==> src/rtl/fetch_unit.sv <==
// MIPS instruction fetch stage: PC, valid/ready imem request, registered instruction and decode.
// Define FETCH_PERF_CNT_EN to build the fetch/stall performance counters.
module fetch_unit #(
  parameter logic [31:0] RESET_PC    = 32'h0000_0000,
  parameter logic [5:0]  HALT_OPCODE = 6'b111111
) (
  input  logic        clk,
  input  logic        rst_n,
  output logic        imem_req,
  output logic [31:0] imem_addr,
  input  logic        imem_ready,
  input  logic [31:0] imem_rdata,
  output logic        instr_valid,
  input  logic        instr_ready,
  output logic [31:0] instr,
  output logic [5:0]  opcode,
  output logic [4:0]  rs,
  output logic [4:0]  rt,
  output logic [4:0]  rd,
  output logic [5:0]  funct,
  output logic [15:0] imm16,
  output logic [31:0] pc_plus4,
  input  logic        jump,
  input  logic        branch,
  input  logic        zero,
  output logic        halted,
  output logic [31:0] fetch_count,
  output logic [31:0] stall_count
);

  localparam logic [1:0] IDLE = 2'd0;
  localparam logic [1:0] REQ  = 2'd1;
  localparam logic [1:0] HOLD = 2'd2;
  localparam logic [1:0] HALT = 2'd3;

  logic [1:0]  state_q, state_d;
  logic [31:0] pc_q, pc_d;
  logic [31:0] instr_q, instr_d;
  logic [31:0] jump_target, branch_target;

  assign imem_req    = (state_q == REQ);
  assign imem_addr   = pc_q;
  assign instr_valid = (state_q == HOLD);
  assign halted      = (state_q == HALT);

  assign instr  = instr_q;
  assign opcode = instr_q[31:26];
  assign rs     = instr_q[25:21];
  assign rt     = instr_q[20:16];
  assign rd     = instr_q[15:11];
  assign funct  = instr_q[5:0];
  assign imm16  = instr_q[15:0];

  // pc_q still holds the PC of the instruction in HOLD until it is accepted.
  assign pc_plus4      = pc_q + 32'd4;
  assign jump_target   = {pc_plus4[31:28], instr_q[25:0], 2'b00};
  assign branch_target = pc_plus4 + {{14{instr_q[15]}}, instr_q[15:0], 2'b00};

  always_comb begin
    state_d = state_q;
    pc_d    = pc_q;
    instr_d = instr_q;
    case (state_q)
      IDLE: state_d = REQ;
      REQ: begin
        if (imem_ready) begin
          instr_d = imem_rdata;
          state_d = HOLD;
        end
      end
      HOLD: begin
        if (instr_ready) begin
          if (jump) begin
            pc_d = jump_target;
          end else if (branch && zero) begin
            pc_d = branch_target;
          end else begin
            pc_d = pc_plus4;
          end
          state_d = (instr_q[31:26] == HALT_OPCODE) ? HALT : REQ;
        end
      end
      default: state_d = HALT;
    endcase
  end

  always_ff @(posedge clk) begin
    if (!rst_n) begin
      state_q <= IDLE;
      pc_q    <= RESET_PC;
      instr_q <= 32'd0;
    end else begin
      state_q <= state_d;
      pc_q    <= pc_d;
      instr_q <= instr_d;
    end
  end

`ifdef FETCH_PERF_CNT_EN
  logic [31:0] fetch_cnt_q, stall_cnt_q;
  logic        fetch_evt, stall_evt;

  assign fetch_evt = (state_q == REQ) && imem_ready;
  assign stall_evt = ((state_q == REQ) && !imem_ready) || ((state_q == HOLD) && !instr_ready);

  // Saturating counters: stick at all-ones rather than wrapping.
  always_ff @(posedge clk) begin
    if (!rst_n) begin
      fetch_cnt_q <= 32'd0;
      stall_cnt_q <= 32'd0;
    end else begin
      if (fetch_evt && (fetch_cnt_q != 32'hFFFF_FFFF)) begin
        fetch_cnt_q <= fetch_cnt_q + 32'd1;
      end
      if (stall_evt && (stall_cnt_q != 32'hFFFF_FFFF)) begin
        stall_cnt_q <= stall_cnt_q + 32'd1;
      end
    end
  end

  assign fetch_count = fetch_cnt_q;
  assign stall_count = stall_cnt_q;
`else
  assign fetch_count = 32'd0;
  assign stall_count = 32'd0;
`endif

endmodule

==> config.mk <==
export PLATFORM = sky130hd
export DESIGN_NAME = fetch_unit
export DESIGN_NICKNAME = d
export VERILOG_FILES = /design/src/rtl/fetch_unit.sv
export SDC_FILE = /design/constraint.sdc
export NUM_CORES = 1
export LEC_CHECK = 0
export CORE_AREA = 2 2 116 118
export CTS_CLUSTER_DIAMETER = 100
export CTS_CLUSTER_SIZE = 24
export DETAILED_ROUTE_END_ITERATION = 10
export DIE_AREA = 0 0 118 120
export DONT_BUFFER_PORTS = 1
export SLEW_MARGIN = 10
export SYNTH_ARGS = -nofsm -noshare
export SYNTH_HDL_FRONTEND = slang
export SYNTH_SLANG_ARGS = --single-unit
==> constraint.sdc <==
create_clock -name clk -period 4.9 [get_ports clk]
set_clock_uncertainty 0.05 [all_clocks]
set_input_delay 0 -clock clk [delete_from_list [all_inputs] [get_ports clk]]
set_output_delay 0 -clock clk [all_outputs]
set_load 0.01 [all_outputs]
[Yosys cells after proc, flatten, opt, wreduce, memory -nomap -nowiden]
Index checks and enable logic that the tools add are counted.
Word-level totals
  register bits after elaboration: 66
  latch bits: 0
  memory bits (writable): 0
  memory bits (read-only): 0
  input bits: 39
  output and inout port bits: 206
  word-level logic and storage cells: 22
  memories: 0
Cells by class
  add/subtract/negate cells: 2
  $mul: 0
  divide/modulo/power cells: 0
  magnitude comparators: 0
  eq/ne operators: 6
  shift-type cells: 0
  mux-type cells: 6
  bitwise operators: 0
  reductions and logical operators: 5
Operators by type and width (number)
  32-bit two-way mux: 2
  32-bit by 3-bit adder with 32-bit output (second input constant): 1
  32-bit adder: 1
  6-bit == test (second input constant): 1
  2-bit two-way mux: 3
  2-bit one-hot mux with 3 select lines: 1
  2-bit AND reduction: 3
  2-bit == test (second input constant): 2
  2-bit by 1-bit != test with 1-bit output (second input constant): 2
  2-bit by 1-bit == test with 1-bit output (second input constant): 1
  2-bit zero test: 1
  1-bit logical AND: 1

[Logic depth before layout (Yosys ltp)]
  depth in word-level cells: 4
  mapped depth: 18
  depth with buffers taken out: 17

[Least setup slack after synthesis]
No wires, ideal clock.
  kind: reg2reg
  start: register pc_q[7] (netlist: imem_addr[7])
  end: register pc_q[21] (netlist: imem_addr[21])
  setup time: 0.087 ns
  arrival: 3.718 ns
  data required time: 4.763 ns
  path slack: 1.045 ns
  cell stages (with the launch flop): 16
  buffers on the path: 0
  clock period less this slack: 3.855 ns
  path through: dfxtp_1 > and4_1 > nand4_1 > nor3_2 > xor2_1 > ha_1 > a21o_1 > a311o_1 > or3_1 > a31o_1 > nand2_1 > o21ai_1 > a21boi_0 > xor2_1 > o211a_1 > o31ai_1
On the way
  word-level cells in the longest chain between the ends: 4
Ends and longest elaborated chain
  start: declaration: line 37  | logic [31:0] pc_q, pc_d;
  start signal: assignment: line 94  | pc_q <= pc_d;
  32-bit by 3-bit adder with 32-bit output: line 55  | assign pc_plus4 = pc_q + 32'd4;
  named net pc_plus4[15]: line 22  | output logic [31:0] pc_plus4,
  32-bit adder: line 57  | assign branch_target = pc_plus4 + {{14{instr_q[15]}}, instr_q[15:0], 2'b00};
  32-bit two-way mux: line 75  | end else if (branch && zero) begin
  32-bit two-way mux: line 73  | if (jump) begin
The timed path passes the listed nets, and every way through them passes these cells.
A chain may end at the register's enable or synchronous reset.

[Final worst setup path]
Same ends and word-level chain as after synthesis.

==> summary.md <==
| Metric | Value |
|---|---|
| Reg2reg setup slack | `420 ps` |
| Final Core Density | `a little under half` |
| RR Startpoint | `imem_addr[7]$_SDFFE_PN0P_` |
| CP max FO | `7` |
| Minimum clock period | `4480 ps` |
| Mean Syn Cell Area | `around 7.3 um2` |
| DRC | `0` |
| Placed cells | `894` |
| DIE AREA | `0.0142 mm2` |
| Initial Util | `between 40 and 50%` |
| Vias/cell | `5.59` |
| Worst Hold Class | `input pin to register` |
| Diodes inserted | `0` |
| Clock-pin slew on the worst setup and hold paths | `60 ps` |
| Routed WL | `around 17000 um` |
| Vias in the first global route | `4919` |
| Cts bufs inserted | `9` |
| Nets@finish | `842` |
| Clock Latency Late Sink | `340 ps` |
| Number of fill cells in the layout | `between 1000 and 1500` |
| Slowest-stage cell, CP | `dfxtp_1` |
| Max Fclk | `approximately 0.22 GHz` |
| Post-cts resize count | `0` |
| Sequential share of the synthesized area | `22.3%` |
| Initial antenna violation count | `0` |
| Critical Path Most Common Cell | `xor2_1` |
| Final Max Tran Viols | `0` |
| YS warnings | `0` |
| CTS sink count | `64` |
| RR Endpoint | `imem_addr[21]$_SDFFE_PN0P_` |
| CP Launch Type | `register` |
| Ranking of synthesized cells by area | `dfxtp_1 (22%), buf_4 (15%), nand2_1 (9.0%)` |
| Worst path max stage delay | `~500 ps` |
| Cell Count, Final, Fillers Out | `between 900 and 1000` |
| Post-synth top area share | `roughly 22%` |
| Die width | `approximately 120 um` |
| Distinct cells, synth | `63` |
| First-pass GRT wire length | `between 20000 and 30000 um` |
| Layout cell share with drive strength beyond 1 | `5.45%` |
| Pre-CTS setup slack | `513 ps` |
| Number of cell rows | `42` |
| Number of synthesized register bits | `64` |
| HPWL Detailed | `approximately 12000 um` |
| Clock root buffer | `clkbuf_16` |
| Slew margin rel. | `28.6%` |
| Main synth FF type | `dfxtp_1` |
| Worst Reg-to-Reg Cells | `15` |
| Area grow syn2layout | `4.32%` |
| Power Dens Cells | `approximately 240 mW/mm2` |
| Yosys top cell by area | `dfxtp_1` |
| Wire per inst | `roughly 18 um` |
| Setup CP Type | `register to register` |
| CTS tree | `built` |
| Die height | `120 um` |
| Via count | `5290` |
| Total power | `1.41 mW` |
| # Max-Cap Violations | `0` |
| First-pass DRT Iterations | `6` |
| Post-synth EDFFs | `0` |
| Count of final hold-check violations | `0` |
| Largest net degree at the start of global routing | `54` |
| GRT Overall Usage | `23.8%` |
| # setup viols final | `0` |
| Grt ovf | `0` |
| Post-synth top cells | `nand2_1 (137), buf_4 (112), a21oi_1 (81)` |
| Mapped Area | `0.00574 mm2` |
| Most common cell in the netlist | `nand2_1` |
| Max Root-Sink Buffers | `2` |
| # H-tree levels | `3` |
| Hold endpoint | `imem_addr[30]$_SDFFE_PN0P_` |
| Worst path required time | `5100 ps` |
| Peak supply drop | `181 uV` |
| Outcome | `completed` |
| Crit path DAT | `4670 ps` |
| Hold path start | `jump` |
| Asr flop ratio synth | `0%` |
| Leakage Power | `2.56 nW` |
| Crit end category | `register` |
| Hold-critical path depth | `3` |
| I/O pins | `245` |
| DRT iter0 DRCs | `287` |
| Core Area | `0.0130 mm2` |
| Setup repair after global routing missed its margin | `no` |
| Worst Slack Setup Final | `~420 ps` |
| Post-detailed-route count of antenna-violating nets | `0` |
| Routability cong. | `a little over 0.9` |
| Slew @ Worst Pin | `1070 ps` |
| Port buffer count | `0` |
| Critical-path cell list | `and4_1 -> nand4_1 -> nor3_2 -> xor2_1 -> ha_1 -> a21o_1 -> a311o_1 -> or3_1 -> a31o_1 -> nand2_1 -> o21ai_1 -> a21boi_0 -> xor2_1 -> o211a_1 -> o31ai_1` |
| Crit share post-route | `91.4%` |
| Setup_tns | `0 ps` |
| Post-Syn Instances | `785` |
[power by group]
part | switching [mW] | leakage, nW | internal [mW]
registers | 0.0481 | 0.519 | 0.539
logic | 0.135 | 1.90 | 0.0703
clock network | 0.237 | 0.139 | 0.383
total | 0.420 | 2.56 | 0.992
[flip-flops by register name (all words and copies together) (netlist names)]
signal     flops
state_q        2
imem_addr     30
instr         32
[layout make-up]
| type | instances | area, um2 | area share (%) |
|---|---|---|---|
| Sequential cell | 64 | 1280 | 21.4 |
| Inverter | 9 | 33.8 | 0.564 |
| Multi-Input combinational cell | 632 | 3700 | 61.8 |
| Clock inverter | 2 | 12.5 | 0.209 |
| Tap cell | 176 | 220 | 3.68 |
| Clock buffer | 14 | 274 | 4.58 |
| Timing Repair Buffer | 50 | 468 | 7.81 |
[placed cells by master (no fill, tap or decap), drive strengths merged, types with 9 or more instances in the layout]
cell,Yosys,final
a21o,17,17
dfxtp,64,64
and3,14,14
xor2,20,20
o211ai,13,13
inv,9,9
ha,36,36
a21oi,81,81
clkbuf,33,14
buf,114,13
conb,1,68
dlygate4sd3,0,37
o21ai,23,23
nand2,138,138
and2,11,11
a31oi,11,11
xnor2,31,31
nor2,47,47
nand3,27,27
[what timing repair did]
item | CTS | global route
setup buffers | 0 | 0
endpoints found under the hold margin | 55 | 0
endpoints found under the setup margin | 0 | 0
hold buffers | 37 | 0
[per-layer routing]
metal  part of all wire (%)  GRT usage (%)  vias up  wire [um]
met4                    2.4           9.49        0        405
li1                       -              -     2516          -
met3                    8.5           6.08       26       1460
met2                     46           38.2      267       7760
met1                     44           30.4     2481       7430
met5                      0              0        -          0
[cells by family (layout without fill, tap and decap cells)]
logic type      after synthesis  after routing  share of synthesized area, %
simple gates                284            284                          22.9
other cells                   1             68                        0.0653
fa+ha+maj                    37             37                          8.20
flops                        64             64                          22.3
buf+inv                     156             75                          17.8
mux                           3              3                         0.523
xor+xnor                     51             51                          7.78
compound gates              189            189                          20.5
[how the worst max path moves through the flow]
stage,from,to,cells after the start
CTS,imem_addr[7]$_SDFFE_PN0P_,imem_addr[21]$_SDFFE_PN0P_,15
finish,imem_addr[7]$_SDFFE_PN0P_,imem_addr[21]$_SDFFE_PN0P_,15
global route,imem_addr[7]$_SDFFE_PN0P_,imem_addr[21]$_SDFFE_PN0P_,15
detailed placement,imem_addr[7]$_SDFFE_PN0P_,imem_addr[21]$_SDFFE_PN0P_,15
global placement,imem_addr[5]$_SDFFE_PN0P_,imem_addr[21]$_SDFFE_PN0P_,15
floorplan,imem_addr[7]$_SDFFE_PN0P_,imem_addr[21]$_SDFFE_PN0P_,15
[worst max-delay path, delay by kind of cell, from the launching register on]
family,cells,cell delay (ps)
compound gates,7,1690
simple gates,5,1230
xor+xnor,2,550
flops,1,500
fa+ha+maj,1,390
[through the flow]
| stage | hold slack [ps] | instance area [um2] |
|---|---|---|
| 2_1_floorplan | 86.0 | 5990 |
| 3_3_place_gp | 79.7 | 5330 |
| 3_5_place_dp | 79.6 | 5330 |
| 4_1_cts | 18.2 | 5980 |
| 5_1_grt | 54.8 | 5990 |
| 6_report | 30.8 | 5990 |
Note: power is estimated with default switching activity, not from simulation.
